===== src/rtl/dst40_round_engine.sv =====
// rtl/dst40_round_engine.sv - DST40 round sequencer around an external F network
// One round per RUN cycle; the key LFSR steps every KEY_STEP rounds on the same edge.
module dst40_round_engine #(
  parameter int ROUNDS   = 200,
  parameter int KEY_STEP = 3
) (
  input  logic        clk,
  input  logic        rst_n,
  input  logic        start,
  input  logic        abort,
  input  logic [39:0] challenge,
  input  logic [39:0] key,
  output logic [39:0] f_chal,
  output logic [39:0] f_key,
  input  logic [1:0]  f_out,
  output logic        busy,
  output logic        done,
  output logic [23:0] sig
);

  typedef enum logic [1:0] {IDLE, RUN, DONE} state_t;

  localparam logic [7:0] LAST_ROUND = 8'(ROUNDS - 1);
  localparam logic [2:0] LAST_KSTEP = 3'(KEY_STEP - 1);

  state_t      state;
  logic [7:0]  rcnt;
  logic [2:0]  kcnt;
  logic [39:0] chal;
  logic [39:0] keyr;

  assign f_chal = chal;
  assign f_key  = keyr;

  always_ff @(posedge clk) begin
    if (!rst_n) begin
      state <= IDLE;
      chal  <= '0;
      keyr  <= '0;
      rcnt  <= '0;
      kcnt  <= '0;
      busy  <= 1'b0;
      done  <= 1'b0;
      sig   <= '0;
    end else begin
      case (state)
        IDLE: begin
          done <= 1'b0;
          if (start && !abort) begin
            chal  <= challenge;
            keyr  <= key;
            rcnt  <= '0;
            kcnt  <= '0;
            busy  <= 1'b1;
            state <= RUN;
          end
        end
        RUN: begin
          if (abort) begin
            // Aborted run leaves chal/keyr frozen and sig untouched.
            busy  <= 1'b0;
            state <= IDLE;
          end else begin
            chal <= {f_out ^ chal[1:0], chal[39:2]};
            rcnt <= rcnt + 8'd1;
            if (kcnt == LAST_KSTEP) begin
              keyr <= {keyr[0] ^ keyr[2] ^ keyr[19] ^ keyr[21], keyr[39:1]};
              kcnt <= '0;
            end else begin
              kcnt <= kcnt + 3'd1;
            end
            if (rcnt == LAST_ROUND) begin
              busy  <= 1'b0;
              done  <= 1'b1;
              state <= DONE;
            end
          end
        end
        DONE: begin
          sig   <= chal[23:0];
          done  <= 1'b0;
          state <= IDLE;
        end
        default: begin
          busy  <= 1'b0;
          done  <= 1'b0;
          state <= IDLE;
        end
      endcase
    end
  end

endmodule

===== config.mk =====
export PLATFORM = sky130hd
export DESIGN_NAME = dst40_round_engine
export DESIGN_NICKNAME = d
export VERILOG_FILES = /design/src/rtl/dst40_round_engine.sv
export SDC_FILE = /design/constraint.sdc
export NUM_CORES = 1
export LEC_CHECK = 0
export BUFFER_PORTS_ARGS = -buffer_cell sky130_fd_sc_hd__buf_2
export CAP_MARGIN = 20
export CORE_ASPECT_RATIO = 1.2
export CORE_MARGIN = 2
export CORE_UTILIZATION = 45
export DETAILED_ROUTE_END_ITERATION = 6
export GPL_TIMING_DRIVEN = 0
export PLACE_DENSITY = 0.84
export SLEW_MARGIN = 10
export SYNTH_ARGS = -nofsm -noshare
export SYNTH_HDL_FRONTEND = slang
export SYNTH_SLANG_ARGS = --single-unit
export TNS_END_PERCENT = 30

===== constraint.sdc =====
create_clock -name clk -period 2.44 [get_ports clk]
set_input_delay 0.244 -clock clk [delete_from_list [all_inputs] [get_ports clk]]
set_output_delay 0.244 -clock clk [all_outputs]
set_load 0.02 [all_outputs]

# After elaboration in Yosys (flattened, before gate mapping)
# Index checks and enable logic that the tools add are counted.
totals:
  regBits: 119
  inputBits: 86
classes:
  add_sub_neg: 2
  eq_ne: 8
  n_mux: 22
  n_bitwise: 6
  n_reduce_logical: 10
op_table:
  columns: ["operator", "count"]
  rows:
  - ["$mux 40", 5]
  - ["$pmux 40 s2", 2]
  - ["$mux 8", 2]
  - ["$pmux 8 s2", 1]
  - ["$mux 3", 3]
  - ["$add 8x1->8 const B", 1]
  - ["$eq 8x8->1 const B", 1]
  - ["$mux 2", 3]
  - ["$ne 2x2->1 const B", 3]
  - ["$pmux 3 s2", 1]
  - ["$reduce_and 2->1", 3]
  - ["$reduce_and 3->1", 2]
  - ["$pmux 2 s2", 1]
  - ["$reduce_and 4->1", 1]
  - ["$add 3x1->3 const B", 1]
  - ["$eq 3x2->1 const B", 1]
  - ["$mux 1", 3]
  - ["$ne 3x3->1 const B", 1]
  - ["$pmux 1 s3", 1]
  - ["$xor 1x1->1", 3]
  - ["$eq 2x1->1 const B", 1]
  - ["$eq 2x2->1 const B", 1]
  - ["$logic_not 2->1", 1]
  - ["$not 1->1", 2]
  - ["other kinds (4)", 4]

# Depth between registers and ports, before layout
depth:
  word_depth: 6
  ltp_mapped: 8
  ltp_nobuf: 5

# Worst setup path before layout
# No wires, ideal clock.
synth_path:
  path_kind: "register to register"
  startpoint: "register state[1]"
  endpoint: "register keyr[39] (netlist: f_key[39])"
  arrival_ns: 1.696
  required_ns: 2.365
  path_slack_ns: 0.669
  path_stages_with_launch: 7
  n_path_buf: 2
  path_cell_list: "dfxtp_1 > buf_2 > or4b_1 > a22oi_4 > buf_2 > o211ai_1 > o22ai_1"
synth_between:
  elab_chain_cells: 3
  word_cells_on_any_way: 8
  classes_between: "eq/ne (4); mux (1); reduce/logical (3)"
synth_rtl:
  columns: ["item", "line", "source"]
  rows:
  - ["from (decl)", "26", "state_t state;"]
  - ["from (signal assigned)", "37", "state <= IDLE;"]
  - ["from (signal assigned)", "55", "state <= RUN;"]
  - ["from (signal assigned)", "62", "state <= IDLE;"]
  - ["$eq 2x1->1 or $logic_not 2->1 (tied branches)", "46", "case (state)"]
  - ["$ne 2x2->1 (no line) or $reduce_bool 2->1 (tied branches)", null, null]
  - ["$reduce_and 4->1 (no line)", null, null]
  - ["to (signal assigned)", "51", "keyr <= key;"]
  - ["to (signal assigned)", "67", "keyr <= {keyr[0] ^ keyr[2] ^ keyr[19] ^ keyr[21], keyr[39:1]};"]
  - ["to (decl)", "30", "logic [39:0] keyr;"]
# Several ways; a longest one is shown, not always the timed one.
# A chain may end at the register's enable or synchronous reset.

# Worst setup path after layout
layout_path:
  startpoint: "register state[0]"
  endpoint: "register chal[5] (netlist: f_chal[5])"
layout_between:
  elab_chain_cells: 3
  word_cells_on_any_way: 7
  classes_between: "eq/ne (3); mux (1); reduce/logical (3)"
layout_rtl:
  columns: ["item", "line", "source"]
  rows:
  - ["$eq 2x1->1 or $logic_not 2->1 (tied branches)", "46", null]
  - ["$ne 2x2->1 (no line) or $reduce_bool 2->1 (tied branches)", null, null]
  - ["$reduce_and 3->1 (no line)", null, null]
  - ["to (signal assigned)", "50", "chal <= challenge;"]
  - ["to (signal assigned)", "64", "chal <= {f_out ^ chal[1:0], chal[39:2]};"]
  - ["to (decl)", "29", "logic [39:0] chal;"]
# Several ways; a longest one is shown, not always the timed one.

==> results.cfg <==
[timing]
worst_slew_pin_slew_ns = 0.7303
tns_ns = 0
fin_crit_sh_pct = 88.31
setup-violations-final = 0
fmax_mhz = 464.1
hold_viol_final = 0
max_slew_margin_pct = 51.19
rsz0062_at_grt = no
slew_violations = 0
fin_ws_ns = 0.2852
finalCriticalPeriod_ns = 2.155
finClkSkew_ns = 0.01151

[pwr]
powerDensity_nw_per_um2 = 799.6
peakVddDrop_mv = 0.5375
finalPower_mw = 5.620
leakage_nw = 3.903

[final_layout]
final_cell_mix = 211 x nand2_1, 207 x buf_2, 119 x dfxtp_1
drive_gt1_share_pct = 28.74
mostFrequentLayoutCell = nand2_1
area_growth_pct = 34.31
final_net_count = 930
finalNonFillerCells = 1015
fin_util_pct = 61.33

[worst_setup_path]
worst_ep_arrival_time_ns = 2.51
cpPeakStageDelay_ns = 0.42
critPathCaptureType = flip-flop
crit_required_ns = 2.80
crit_chain = buf_2 -> nor2b_1 -> clkbuf_2 -> buf_1 -> nand2_1 -> nand3_1 -> o211a_1
cpLargestDelayFamily = buffers and inverters
critPathKind = reg2reg
reg2reg_depth = 7
worstSetupPathDepth = 7
cp_slowest_cell = buf_1
cp_max_fo = 10
crit_path_start_kind = flip-flop
cp_num_buf_inv = 3

[cts]
cts_tree = done
cts_hold_buffers = 0
cts_max_level = 4
clkLatencyLatePin_ns = 0.41
cts_buffers = 17
cts-root-buf = clkbuf_16
clock_sinks = 119
clock_path_buffers = 2
path_clk_slew_ns = 0.06

[logic_synthesis]
synthCells = 633
synth_cell_types = 33
synth_top_area_share_pct = 45.53
synthesis.nets = 720
ys_ff_latch = 119
synth_seq_area_share_pct = 45.53
netlist.top_cell.by_area = dfxtp_1
synth_area_leaders = dfxtp_1 46%, nand2_1 15%, o211a_1 15%
ys_warn_count = 0
synth.avg_cell_area_um2 = 8.266
synth_area_um2 = 5233

[placed_design]
placed_cells = 981
port_buffers = 191
place_congestion = 0.8317
post-dp-hpwl_um = 11220
place_ws_ns = 0.1724

[global_route]
grt-ovfl-total = 0
grt_max_degree = 17
grt_usage_pct = 24.52
grt_pass1_wl_um = 24440
grt_pass1_vias = 5238
antenna_found_initial = 0

[hold_path]
hold-path-cell-count = 4
min_path_type = in2reg

[status]
outcome = finished clean

[die]
num_rows = 43
fp.dieArea_um2 = 12510
core_um2 = 11460
ios = 192
die-height_um = 122.1
die_w_um = 102.4
start_util_pct = 45.66

[drt]
detail-route-antenna-nets = 0
vias = 5376
drt_iter0_drc = 244
wire_per_inst_um = 15.21
viasPerCell = 5.297
remaining_drc_errors = 0
wirelength_um = 15440
firstDrtPassIters = 5

[job]
cap_violations = 0
## final cells by class
class                   instances  area (µm²)
flip-flops and latches        119        2382
well taps                     157       196.4
clock inverters                14       196.4
repair buffers                191       955.9
diodes                          2       5.005
fillers                      1022        4432
inverters                       1       3.754
clock buffers                  18       439.2
plain buffers                  55       229.0
multi-input cells             458        2620
## report_power, final
| part | leakage, nW | switching, mW | internal, mW |
|---|---|---|---|
| clock network | 0.303 | 0.936 | 1.74 |
| logic | 2.63 | 0.466 | 0.299 |
| registers | 0.974 | 0.110 | 2.07 |
| total | 3.90 | 1.51 | 4.11 |
## Yosys cell counts (all sizes together)
cell	number
nand2	211
dfxtp	119
o211a	78
nand3	77
clkbuf	33
a21boi	27
buf	22
nor2	11
nor2b	6
xor2	6
xnor2	5
a21oi	4
o211ai	4
o21ai	4
a22oi	3
and3	3
o2111ai	3
nand2b	2
nor3b	2
or3b	2
ha	1
inv	1
nand3b	1
nand4	1
nor3	1
nor4b	1
o21a	1
o21ba	1
o22ai	1
or4	1
or4b	1
## repair_timing
action                                  4_1_cts  5_1_grt
endpoints found under the setup margin        0       24
resized for setup                             0        5
buffers inserted                              0        0
## per-layer routing
metal	GRT usage [%]	share of wire, %	up-vias
li1	-	-	2611
met1	28.85	41	2525
met2	41.42	50	210
met3	7.286	6.8	30
met4	9.833	2.3	0
met5	0	0	-
## worst paths after layout
check,from,slack (ns),end
worst min-delay path,key[24],0.17,f_key[24]$_SDFFE_PN0P_
worst min register to register,sig[18]$_SDFFE_PN0N_,0.46,sig[18]$_SDFFE_PN0N_
worst max register to register,state[0]$_SDFFE_PN0P_,0.29,f_chal[5]$_SDFFE_PN0P_
worst max-delay path,state[0]$_SDFFE_PN0P_,0.29,f_chal[5]$_SDFFE_PN0P_
## flip-flops by register name, summed over array words and instances (netlist names)
register and flops:
rcnt 8, state 2, kcnt 3, done 1, busy 1, f_key 40
f_chal 40, sig 24
## cell families (layout without fill, tap and decap cells)
family / count (synthesis) / after routing / share of synthesized area, %
simple gates: 320 / 320 / 26.21
compound gates: 126 / 126 / 21.78
flops: 119 / 119 / 45.53
buf+inv: 56 / 279 / 4.400
xor+xnor: 11 / 11 / 1.841
fa+ha+maj: 1 / 1 / 0.2391
other cells: 0 / 2 / 0
## metrics by stage
step,instance area [µm²],hold WS [ns]
after global routing,7023,0.1901
final,7028,0.1748
after detailed placement,6385,0.4544
after floorplan,5233,0.4071
after CTS,7020,0.1636
after global placement,6385,0.4463
## worst register-to-register path, stage by stage, from the launching register on
cell	delay [ns]
dfxtp_1	0.30
buf_2	0.20
nor2b_1	0.40
clkbuf_2	0.37
buf_1	0.42
nand2_1	0.14
nand3_1	0.13
o211a_1	0.15
No activity file was read; power rests on OpenSTA's default activity.
